$ cat config.mk
export PLATFORM = sky130hd
export DESIGN_NAME = tis_node_core
export DESIGN_NICKNAME = d
export VERILOG_FILES = /design/src/rtl/tis_pkg.sv /design/src/rtl/tis_alu_sat.sv /design/src/rtl/tis_node_core.sv
export SDC_FILE = /design/constraint.sdc
export NUM_CORES = 1
export LEC_CHECK = 0
export ABC_AREA = 0
export BUFFER_PORTS_ARGS = -buffer_cell sky130_fd_sc_hd__buf_2
export CAP_MARGIN = 30
export CORE_UTILIZATION = 61
export CTS_BUF_LIST = sky130_fd_sc_hd__clkbuf_8
export DETAILED_ROUTE_END_ITERATION = 8
export GPL_TIMING_DRIVEN = 0
export PLACE_DENSITY_LB_ADDON = 0.25
export SLEW_MARGIN = 25
export SYNTH_ARGS = -nofsm -noshare
export SYNTH_HDL_FRONTEND = slang
export SYNTH_HIERARCHICAL = 1
export SYNTH_SLANG_ARGS = --single-unit
$ cat constraint.sdc
create_clock -name clk -period 7.43 [get_ports clk]
set_clock_uncertainty 0.2 [all_clocks]
set_input_delay 1.1145 -clock clk [delete_from_list [all_inputs] [get_ports clk]]
set_output_delay 1.1145 -clock clk [all_outputs]
set_load 0.05 [all_outputs]
$ cat src/rtl/tis_pkg.sv
// TIS-100 style node: shared opcodes, selects and state types.
// Field offsets are expressed as functions of the data width.
package tis_pkg;

  localparam logic [3:0] OP_NOP = 4'd0;
  localparam logic [3:0] OP_MOV = 4'd1;
  localparam logic [3:0] OP_SWP = 4'd2;
  localparam logic [3:0] OP_SAV = 4'd3;
  localparam logic [3:0] OP_ADD = 4'd4;
  localparam logic [3:0] OP_SUB = 4'd5;
  localparam logic [3:0] OP_NEG = 4'd6;
  localparam logic [3:0] OP_JMP = 4'd7;
  localparam logic [3:0] OP_JEZ = 4'd8;
  localparam logic [3:0] OP_JNZ = 4'd9;
  localparam logic [3:0] OP_JGZ = 4'd10;
  localparam logic [3:0] OP_JLZ = 4'd11;
  localparam logic [3:0] OP_JRO = 4'd12;
  localparam logic [3:0] OP_HLT = 4'd13;

  localparam logic [3:0] SEL_ACC = 4'd0;
  localparam logic [3:0] SEL_NIL = 4'd1;
  localparam logic [3:0] SEL_IMM = 4'd2;

  typedef enum logic [1:0] {
    ST_EXEC,
    ST_RD_WAIT,
    ST_WR_WAIT,
    ST_HALT
  } state_t;

  typedef enum logic [1:0] {
    ALU_ADD,
    ALU_SUB,
    ALU_NEG
  } alu_op_t;

  function automatic int op_lsb(int dw);
    return dw + 8;
  endfunction

  function automatic int src_lsb(int dw);
    return dw + 4;
  endfunction

  function automatic int dst_lsb(int dw);
    return dw;
  endfunction

endpackage

$ cat src/rtl/tis_alu_sat.sv
// Saturating ADD/SUB/NEG on signed DW-bit words.
// Flags describe the A operand (the accumulator).
module tis_alu_sat
  import tis_pkg::*;
#(
  parameter int DW = 8
) (
  input  logic [DW-1:0] a,
  input  logic [DW-1:0] b,
  input  alu_op_t       mode,
  output logic [DW-1:0] y,
  output logic          zero,
  output logic          pos,
  output logic          neg
);

  logic signed [DW:0] ax;
  logic signed [DW:0] bx;
  logic signed [DW:0] r;

  assign ax = {a[DW-1], a};
  assign bx = {b[DW-1], b};

  // one guard bit; overflow when it disagrees with the sign bit
  always_comb begin
    r = ax + bx;
    case (mode)
      ALU_SUB: r = ax - bx;
      ALU_NEG: r = -ax;
      default: r = ax + bx;
    endcase
    y = r[DW-1:0];
    if (r[DW] != r[DW-1])
      y = r[DW] ? {1'b1, {(DW-1){1'b0}}}
                : {1'b0, {(DW-1){1'b1}}};
  end

  assign zero = (a == '0);
  assign neg  = a[DW-1];
  assign pos  = !zero && !neg;

endmodule

$ cat src/rtl/tis_node_core.sv
// Single compute node: ACC/BAK, saturating ALU, jumps and
// blocking neighbour channels over valid/response handshakes.
module tis_node_core
  import tis_pkg::*;
#(
  parameter int DW    = 8,
  parameter int NPORT = 4,
  parameter int AW    = 8,
  parameter int PLEN  = 16
) (
  input  logic                clk,
  input  logic                rst,
  input  logic [11+DW:0]      instr,
  output logic [AW-1:0]       iaddr,
  input  logic [NPORT*DW-1:0] in_data,
  input  logic [NPORT-1:0]    rrdy,
  output logic [NPORT-1:0]    rresp,
  output logic [NPORT*DW-1:0] out_data,
  output logic [NPORT-1:0]    val,
  input  logic [NPORT-1:0]    wresp,
  output logic [DW-1:0]       acc,
  output logic                stall,
  output logic                halted
);

  localparam int XW = AW + DW + 2;
  localparam logic [AW-1:0] PC_LAST = AW'(PLEN - 1);

  state_t state, state_n;

  logic [AW-1:0] pc, pc_inc, pc_jmp, pc_jro, pc_next, jt;
  logic [DW-1:0] bak, imm, src_val, rd_word, alu_y;
  logic [3:0]    op, src, dst;
  logic [2:0]    rk, wk;
  logic          src_port, dst_port, reads_src;
  logic          rd_req, wr_req, rd_rdy, wr_ack;
  logic          in_rd, go, retire_op, wr_done;
  logic          zero, pos, neg;
  alu_op_t       alu_mode;
  logic signed [XW-1:0] jsum;

  assign op  = instr[op_lsb(DW) +: 4];
  assign src = instr[src_lsb(DW) +: 4];
  assign dst = instr[dst_lsb(DW) +: 4];
  assign imm = instr[DW-1:0];
  assign rk  = src[2:0];
  assign wk  = dst[2:0];

  assign src_port = src[3] && (32'(rk) < NPORT);
  assign dst_port = dst[3] && (32'(wk) < NPORT);
  assign reads_src = (op == OP_MOV) || (op == OP_ADD)
                  || (op == OP_SUB) || (op == OP_JRO);
  assign rd_req = reads_src && src_port;
  assign wr_req = (op == OP_MOV) && dst_port;

  // per-port read/accept muxes
  always_comb begin
    rd_rdy  = 1'b0;
    rd_word = '0;
    wr_ack  = 1'b0;
    for (int i = 0; i < NPORT; i++) begin
      if (rk == 3'(i)) begin
        rd_rdy  = rrdy[i];
        rd_word = in_data[i*DW +: DW];
      end
      if (wk == 3'(i))
        wr_ack = wresp[i];
    end
  end

  // source operand select
  always_comb begin
    src_val = '0;
    unique case (1'b1)
      src_port:          src_val = rd_word;
      (src == SEL_ACC):  src_val = acc;
      (src == SEL_IMM):  src_val = imm;
      default:           src_val = '0;
    endcase
  end

  assign in_rd = ((state == ST_EXEC) || (state == ST_RD_WAIT)) && rd_req;
  assign go = ((state == ST_EXEC) && (!rd_req || rd_rdy))
           || ((state == ST_RD_WAIT) && rd_rdy);
  assign retire_op = go && !wr_req && (op != OP_HLT);
  assign wr_done = (state == ST_WR_WAIT) && wr_ack;

  assign alu_mode = (op == OP_SUB) ? ALU_SUB
                  : (op == OP_NEG) ? ALU_NEG : ALU_ADD;

  tis_alu_sat #(.DW(DW)) u_alu (
    .a    (acc),
    .b    (src_val),
    .mode (alu_mode),
    .y    (alu_y),
    .zero (zero),
    .pos  (pos),
    .neg  (neg)
  );

  assign pc_inc = (pc == PC_LAST) ? '0 : pc + AW'(1);
  assign jt     = AW'(imm);
  assign pc_jmp = (32'(jt) >= PLEN) ? '0 : jt;
  assign jsum   = XW'($signed({1'b0, pc})) + XW'($signed(src_val));
  assign pc_jro = (jsum < 0) ? '0
                : (jsum > XW'(PLEN - 1)) ? PC_LAST
                : jsum[AW-1:0];

  // branch resolution on the current ACC flags
  always_comb begin
    pc_next = pc_inc;
    case (op)
      OP_JMP: pc_next = pc_jmp;
      OP_JEZ: pc_next = zero ? pc_jmp : pc_inc;
      OP_JNZ: pc_next = !zero ? pc_jmp : pc_inc;
      OP_JGZ: pc_next = pos ? pc_jmp : pc_inc;
      OP_JLZ: pc_next = neg ? pc_jmp : pc_inc;
      OP_JRO: pc_next = pc_jro;
      default: pc_next = pc_inc;
    endcase
  end

  // FSM state register
  always_ff @(posedge clk) begin
    if (rst) state <= ST_EXEC;
    else     state <= state_n;
  end

  // FSM next state
  always_comb begin
    state_n = state;
    case (state)
      ST_EXEC: begin
        if (rd_req && !rd_rdy)  state_n = ST_RD_WAIT;
        else if (wr_req)        state_n = ST_WR_WAIT;
        else if (op == OP_HLT)  state_n = ST_HALT;
      end
      ST_RD_WAIT:
        if (rd_rdy) state_n = wr_req ? ST_WR_WAIT : ST_EXEC;
      ST_WR_WAIT:
        if (wr_ack) state_n = ST_EXEC;
      default: state_n = ST_HALT;
    endcase
  end

  // FSM outputs; no consume pulse while reset is asserted
  always_comb begin
    rresp = '0;
    for (int i = 0; i < NPORT; i++)
      if (in_rd && !rst && (rk == 3'(i)))
        rresp[i] = rrdy[i];
    stall  = (state == ST_RD_WAIT) || (state == ST_WR_WAIT);
    halted = (state == ST_HALT);
  end

  // PC, ACC/BAK and write-channel registers
  always_ff @(posedge clk) begin
    if (rst) begin
      pc       <= '0;
      acc      <= '0;
      bak      <= '0;
      val      <= '0;
      out_data <= '0;
    end else begin
      if (retire_op) begin
        pc <= pc_next;
        case (op)
          OP_MOV: if (dst == SEL_ACC) acc <= src_val;
          OP_SWP: begin
            acc <= bak;
            bak <= acc;
          end
          OP_SAV: bak <= acc;
          OP_ADD, OP_SUB, OP_NEG: acc <= alu_y;
          default: ;
        endcase
      end
      if (go && wr_req)
        for (int i = 0; i < NPORT; i++)
          if (wk == 3'(i)) begin
            out_data[i*DW +: DW] <= src_val;
            val[i]               <= 1'b1;
          end
      if (wr_done) begin
        val <= '0;
        pc  <= pc_inc;
      end
    end
  end

  assign iaddr = pc;

endmodule

Word level (Yosys, flattened, before mapping)
Index checks and enable logic that the tools add are counted.

Register bits: 62. Bits in latches: 0. Memory bits (writable): 0. ROM bits: 0. Bits of input ports: 62. Output and inout port bits: 58. Word-level logic and storage cells: 145. Memories: 0.

Add/subtract/negate cells: 5. $mul: 0. Div/mod/pow operators: 0. Order comparisons: 5. Equal/unequal tests: 32. Shifts and indexed selects: 0. Multiplexer cells: 42. Bitwise logic cells: 0. Reductions and logical operators: 49.

Operators by type and width (count): two-way mux 8 bit (17); case mux 8 bit (3 select lines) (2); case mux 8 bit (6 select lines) (1); equality test 4 bit, second input constant (6); logical AND 1 bit (18); case mux 9 bit (2 select lines) (1); equality test 4 x 3 -> 1 bit, second input constant (4); two-way mux 2 bit (8); equality test 3 x 2 -> 1 bit, second input constant (4); equality test 4 x 2 -> 1 bit, second input constant (3); two-way mux 1 bit (12); adder 9 x 8 -> 10 bit (1); greater-than comparator 10 x 5 -> 1 bit, second input constant (1); less-than comparator 10 x 1 -> 1 bit, second input constant (1); AND reduction 2 bit (5); adder 8 x 8 -> 9 bit (1); negation 8 -> 9 bit (1); subtractor 8 x 8 -> 9 bit (1); adder 8 x 1 -> 8 bit, second input constant (1); equality test 8 x 4 -> 1 bit, second input constant (1); >= comparator 8 x 5 -> 1 bit, second input constant (1); logical NOT 4 bit (2); logical NOT 8 bit (1); logical OR 1 bit (7); 19 further kinds (33).

Longest topological paths before layout
Depth in word-level cells: 13. Depth in mapped cells: 24. Depth with buffers taken out: 21.

Hierarchy
The synthesis kept the hierarchy.

Modules (own cells, without submodules): tis_node_core (instances 1, cells an instance 475, area an instance 4081.4 um2, sequential area each 1241.2 um2); tis_alu_sat (instances 1, cells an instance 149, area an instance 1028.5 um2, sequential area each 0.0 um2).

Worst setup path after synthesis
No wires, ideal clock.

Path type: input port to flip-flop. Start: input port instr[13]. End: register acc[5]. Setup time: 0.091 ns. Arrival time: 5.209 ns. Required time: 7.139 ns. Slack: 1.930 ns. Stages on the path: 23. Buffers on the path: 4. Path through: buf_4 buf_4 buf_4 mux2i_1 o22ai_1 inv_1 ha_1 nor3b_2 nor2_1 xnor2_1 ha_1 clkbuf_2 nand3_1 a21boi_0 o31a_1 o31ai_1 nor3_1 nor3_1 nand2_1 a21boi_0 o22ai_1 nand2b_1 a311oi_1.

Longest elaborated chain between the ends: 11. Elaborated cells between the ends (all ways): 34. Classes of those cells: add/sub (2); order compare (1); eq/ne (5); mux (14); reduce/logical (12).

RTL lines: start: declaration (RTL line tis_node_core.sv:13) `input logic [11+DW:0] instr,`; logical NOT 3 bit (RTL line tis_node_core.sv:62) `if (rk == 3'(i)) begin`; two-way mux 8 bit (4 in series) (RTL line tis_node_core.sv:62); case mux 8 bit (3 select lines) (*) (RTL line tis_node_core.sv:74) `unique case (1'b1)`; via src_val[1] (RTL line tis_node_core.sv:32) `logic [DW-1:0] bak, imm, src_val, rd_word, alu_y;`; adder 8 x 8 -> 9 bit or subtractor 8 x 8 -> 9 bit (tied branches) (RTL line tis_alu_sat.sv:30, tis_alu_sat.sv:28); case mux 9 bit (2 select lines) (*) (RTL line tis_alu_sat.sv:27) `case (mode)`; two-way mux 8 bit or inequality test 1 bit (tied branches) (RTL line tis_alu_sat.sv:34, tis_alu_sat.sv:33); two-way mux 8 bit (*) (RTL line tis_alu_sat.sv:33) `if (r[DW] != r[DW-1])`; via alu_y[5] (RTL line tis_node_core.sv:32); case mux 8 bit (3 select lines) (*) (RTL line tis_node_core.sv:167) `case (op)`; end signal: assignment (RTL line tis_node_core.sv:168) `OP_MOV: if (dst == SEL_ACC) acc <= src_val;`; end signal: assignment (RTL line tis_node_core.sv:170) `acc <= bak;`; end signal: assignment (RTL line tis_node_core.sv:174) `OP_ADD, OP_SUB, OP_NEG: acc <= alu_y;`; end: declaration (RTL line tis_node_core.sv:21) `output logic [DW-1:0] acc,`.

The timed path passes the listed nets; every way through them passes the cells marked *. The select of a mux whose other input is x is not followed. A chain may end at the register's enable or synchronous reset.

Final worst setup path
Start: input port instr[13]. End: register acc[6].

Same word-level chain as after synthesis.

==> results.txt <==
The flow ran to the end, and the final reports show no timing, DRC or antenna violations. The post-layout utilization of the core is 74.50%. The initial antenna violation count is 0. The min-delay analysis places its worst path in the category reg2reg. The floorplan row count came out at 33. Counting distinct cell types in the post-synthesis netlist gives 85. Setup slack on the worst reg-to-reg path comes out at 2.17 ns. The arrival time reported for the critical path endpoint is 6.09 ns.

The post-synthesis instance area came out at 5110 sq um. The average instance in the mapped netlist occupies 8.189 sq um. The summed negative setup slack over all endpoints came out at 0 ns.

The number of enable flip-flop cells after synthesis came out at 0. The root buffer cell chosen for the clock tree is sky130_fd_sc_hd__clkbuf_8. The maximum fanout encountered on the critical timing path came out at 10. Setup violations remaining at the end of the flow were counted as 0.

The fraction of registers with async set or reset after synthesis came out at 0%. After detailed routing, the number of vias per cell comes to 6.124. The tool flagged a number of max-cap violations equal to 0. The max-slew violation count is 0. In this run the most critical hold path is launched from val[1]$_SDFFE_PP0P_.

The flop and latch count out of synthesis came out at 62. IR analysis of the VDD net gives a maximum drop of 0.0001715 V. After layout, the worst path uses 81.39% of the clock period.

The via count of the first global-routing pass came out at 4962. The worst slew slack as a fraction of its limit came out at 47.03%. The worst setup path is launched from an input pin. The number of hold buffers added after cts came out at 0. Summing all non-filler instances in the final layout gives an area of 6091 sq um. The first global-routing pass estimated 23.60 mm of wire.

The required arrival time at the worst endpoint came out at 7.47 ns. Across every metal layer, demand over resource in global routing totals 34.36%. The aggregate global routing overflow is 0. The post-CTS setup buffer count is 0. The layout filler cell count is 649. The standby leakage power is 2.912 nW. The main flop type after synthesis is sky130_fd_sc_hd__dfxtp_1.

The total wire length after detailed routing is 15.16 mm. The power per standard cell area came out at 254.5 nW/um^2. The repair_antennas step left the layout with diodes totalling 0.

The pre-antenna-repair detailed-routing pass consisted of 5 iterations. The floorplan die width is 93.53 microns. The TritonCTS clock tree is yes. The pre-CTS setup slack is 1.184 ns. The area of placed instances came out at 5871 sq um. The final antenna-violating net count came out at 0. The critical register-to-register path endpoint is acc[6]$_SDFFE_PP0P_. Routability-driven placement finished with a final weighted congestion of 0.9581.

The total nets after synthesis is 713. The worst hold-check slack came out at 0.2644 ns. Sequential elements use 24.29% of the synthesized area. The count of endpoints failing hold in the final timing report is 0.

The cell depth of the worst flop-to-flop path is 20. For this design the top-level I/O count stands at 120. The source-to-sink clock delay at the later pin of the worst-skew pair is 0.34 ns. For the pin with the worst max-slew slack, the measured transition is 0.7945 ns.

The initial DRC count is 300. The H-tree depth came out at 3. The total DRC errors in the routed layout is 0. The number of warning messages in the yosys log came out at 6.

The final HPWL from detailed placement is 11.12 mm. The routed length per instance came out at 17.52 microns. The critical path in this run is classified as in2reg.

Clock-pin slew was measured on the worst setup and hold paths at 0.07 ns. The total power came out at 1.550 mW. The worst-case clock buffer depth is 2. Setup repair after global routing left no endpoint under its margin.

The number of vias after detailed routing is 5297. The pin count of the biggest net entering global routing came out at 14. In this run the critical register-to-register path is launched from acc[1]$_SDFFE_PP0P_. Static timing analysis puts the maximum clock frequency at 165.4 MHz. The count of cells resized by post-cts repair is 0. The worst path in the final design needs a cycle of 6.047 ns, including I/O delays and setup. Tracing the worst setup path back leads to its startpoint at instr[13]. From synthesis to final layout, the design area changed by 19.20%.

The final worst slack came out at 1.383 ns. In the layout the commonest cells are sky130_fd_sc_hd__buf_2, sky130_fd_sc_hd__nor2_1, sky130_fd_sc_hd__dfxtp_1. The number of buffers created by CTS is 9. For this run, the number of standard cells in the final layout without fillers is 865.

Once placement completed, the tool counted placed cells totaling 848. The number of buffer cells added on primary ports is 117. The total die area came out at 8747 sq um. The most critical setup path has its endpoint at acc[6]$_SDFFE_PP0P_. The core region is 8175 sq um. The worst setup path is captured at a flip-flop. The share of final-layout standard cells stronger than drive strength 1 came out at 25.39%. The total number of clock tree sinks is 62. The floorplan step set the die height to 93.53 microns. Once the floorplan was initialized, standard cells occupied 62.50% of the core.

The post-synthesis instance total is 624. The library cell used most frequently in the layout, excluding fill and tap cells, is sky130_fd_sc_hd__buf_2. The total number of nets in the final design is 844.
-- power breakdown --
| part | leakage [nW] | switching [mW] | internal, mW | total (mW) |
|---|---|---|---|---|
| Combinational | 2.31 | 0.498 | 0.332 | 0.830 |
| Clock | 0.100 | 0.147 | 0.159 | 0.305 |
| Sequential | 0.502 | 0.0582 | 0.357 | 0.415 |
-- flip-flops by register name (all words and copies together) (netlist names) --
register and flops:
val 4, iaddr 8, acc 8, bak 8, out_data 32, state 2
-- worst max-delay path, stage by stage --
cell	delay, ns
sky130_fd_sc_hd__buf_2	0.11
sky130_fd_sc_hd__buf_4	0.17
sky130_fd_sc_hd__buf_4	0.22
sky130_fd_sc_hd__buf_4	0.22
sky130_fd_sc_hd__mux2i_1	0.11
sky130_fd_sc_hd__o22ai_2	0.62
sky130_fd_sc_hd__inv_1	0.11
sky130_fd_sc_hd__ha_1	0.22
sky130_fd_sc_hd__nor3b_2	0.17
sky130_fd_sc_hd__nor2_1	0.15
sky130_fd_sc_hd__xnor2_1	0.14
sky130_fd_sc_hd__ha_1	0.26
sky130_fd_sc_hd__clkbuf_2	0.16
sky130_fd_sc_hd__nand3_1	0.12
sky130_fd_sc_hd__a21boi_0	0.11
sky130_fd_sc_hd__o31a_1	0.29
sky130_fd_sc_hd__o31ai_1	0.67
sky130_fd_sc_hd__o31ai_1	0.17
sky130_fd_sc_hd__o311ai_0	0.16
sky130_fd_sc_hd__nand2_1	0.13
sky130_fd_sc_hd__a21boi_0	0.15
sky130_fd_sc_hd__o22ai_1	0.15
sky130_fd_sc_hd__nand2b_1	0.09
sky130_fd_sc_hd__a311oi_1	0.26
-- routing by layer --
metal | routed length, microns | part of all wire [%] | GRT usage [%] | up-vias
li1 | - | - | - | 2546
met1 | 6486 | 43 | 42.75 | 2459
met2 | 6784 | 45 | 55.51 | 260
met3 | 1495 | 9.9 | 11.46 | 32
met4 | 391 | 2.6 | 11.54 | 0
met5 | 0 | 0 | 0 | -
-- final cells by class --
type	instances	area, sq um	area share [%]
Clock buffer	9	123.9	2.034
Sequential cell	62	1241	20.38
Multi-Input combinational cell	503	3622	59.47
Timing Repair Buffer	120	613.1	10.07
Buffer	35	187.7	3.081
Inverter	24	90.09	1.479
Tap cell	105	131.4	2.157
Clock inverter	7	81.33	1.335
-- cell families (layout without fill, tap and decap cells) --
| group | Yosys count | after routing | synth area share [%] |
|---|---|---|---|
| simple gates | 224 | 224 | 22.77 |
| compound gates | 156 | 156 | 21.60 |
| mux | 70 | 70 | 14.42 |
| flops | 62 | 62 | 24.29 |
| buf+inv | 59 | 195 | 5.436 |
| fa+ha+maj | 30 | 30 | 7.542 |
| xor+xnor | 23 | 23 | 3.942 |
-- cell usage after synthesis, types with 3 or more instances --
cell type	count	area share, %
sky130_fd_sc_hd__nand3b_1	3	0.44
sky130_fd_sc_hd__or3_1	4	0.49
sky130_fd_sc_hd__a21boi_0	12	1.8
sky130_fd_sc_hd__nor2_1	89	6.5
sky130_fd_sc_hd__inv_1	24	1.8
sky130_fd_sc_hd__nor2b_1	8	0.98
sky130_fd_sc_hd__ha_1	25	6.1
sky130_fd_sc_hd__xor2_1	9	1.5
sky130_fd_sc_hd__a311oi_1	11	1.9
sky130_fd_sc_hd__dfxtp_1	62	24
sky130_fd_sc_hd__and3_1	6	0.73
sky130_fd_sc_hd__clkbuf_1	17	1.2
sky130_fd_sc_hd__mux2_2	9	2.0
sky130_fd_sc_hd__a211oi_1	11	1.6
sky130_fd_sc_hd__nand2b_1	16	2.0
sky130_fd_sc_hd__o21ai_0	30	2.9
sky130_fd_sc_hd__xnor2_1	14	2.4
sky130_fd_sc_hd__nor3b_1	3	0.44
sky130_fd_sc_hd__buf_2	5	0.49
sky130_fd_sc_hd__buf_4	9	1.3
sky130_fd_sc_hd__o22ai_1	16	2.0
sky130_fd_sc_hd__nand2_1	33	2.4
sky130_fd_sc_hd__a21oi_1	32	3.1
sky130_fd_sc_hd__o31ai_1	4	0.59
sky130_fd_sc_hd__nor4_1	9	1.1
sky130_fd_sc_hd__mux2i_1	59	12
sky130_fd_sc_hd__nand3_1	10	0.98
sky130_fd_sc_hd__a21o_1	4	0.59
sky130_fd_sc_hd__nand4_1	5	0.61
sky130_fd_sc_hd__o211ai_1	4	0.59
sky130_fd_sc_hd__nor3_1	11	1.1
-- worst min-delay path by stage --
stage	depth (start not counted)	end	slack, ns
global route	2	val[1]$_SDFFE_PP0P_	0.27
CTS	2	val[2]$_SDFFE_PP0P_	0.27
finish	2	val[1]$_SDFFE_PP0P_	0.26
global placement	2	val[1]$_SDFFE_PP0P_	0.23
detailed placement	2	val[2]$_SDFFE_PP0P_	0.26
floorplan	2	bak[0]$_SDFFE_PP0P_	0.26
Power figures use the tool's default switching activity.
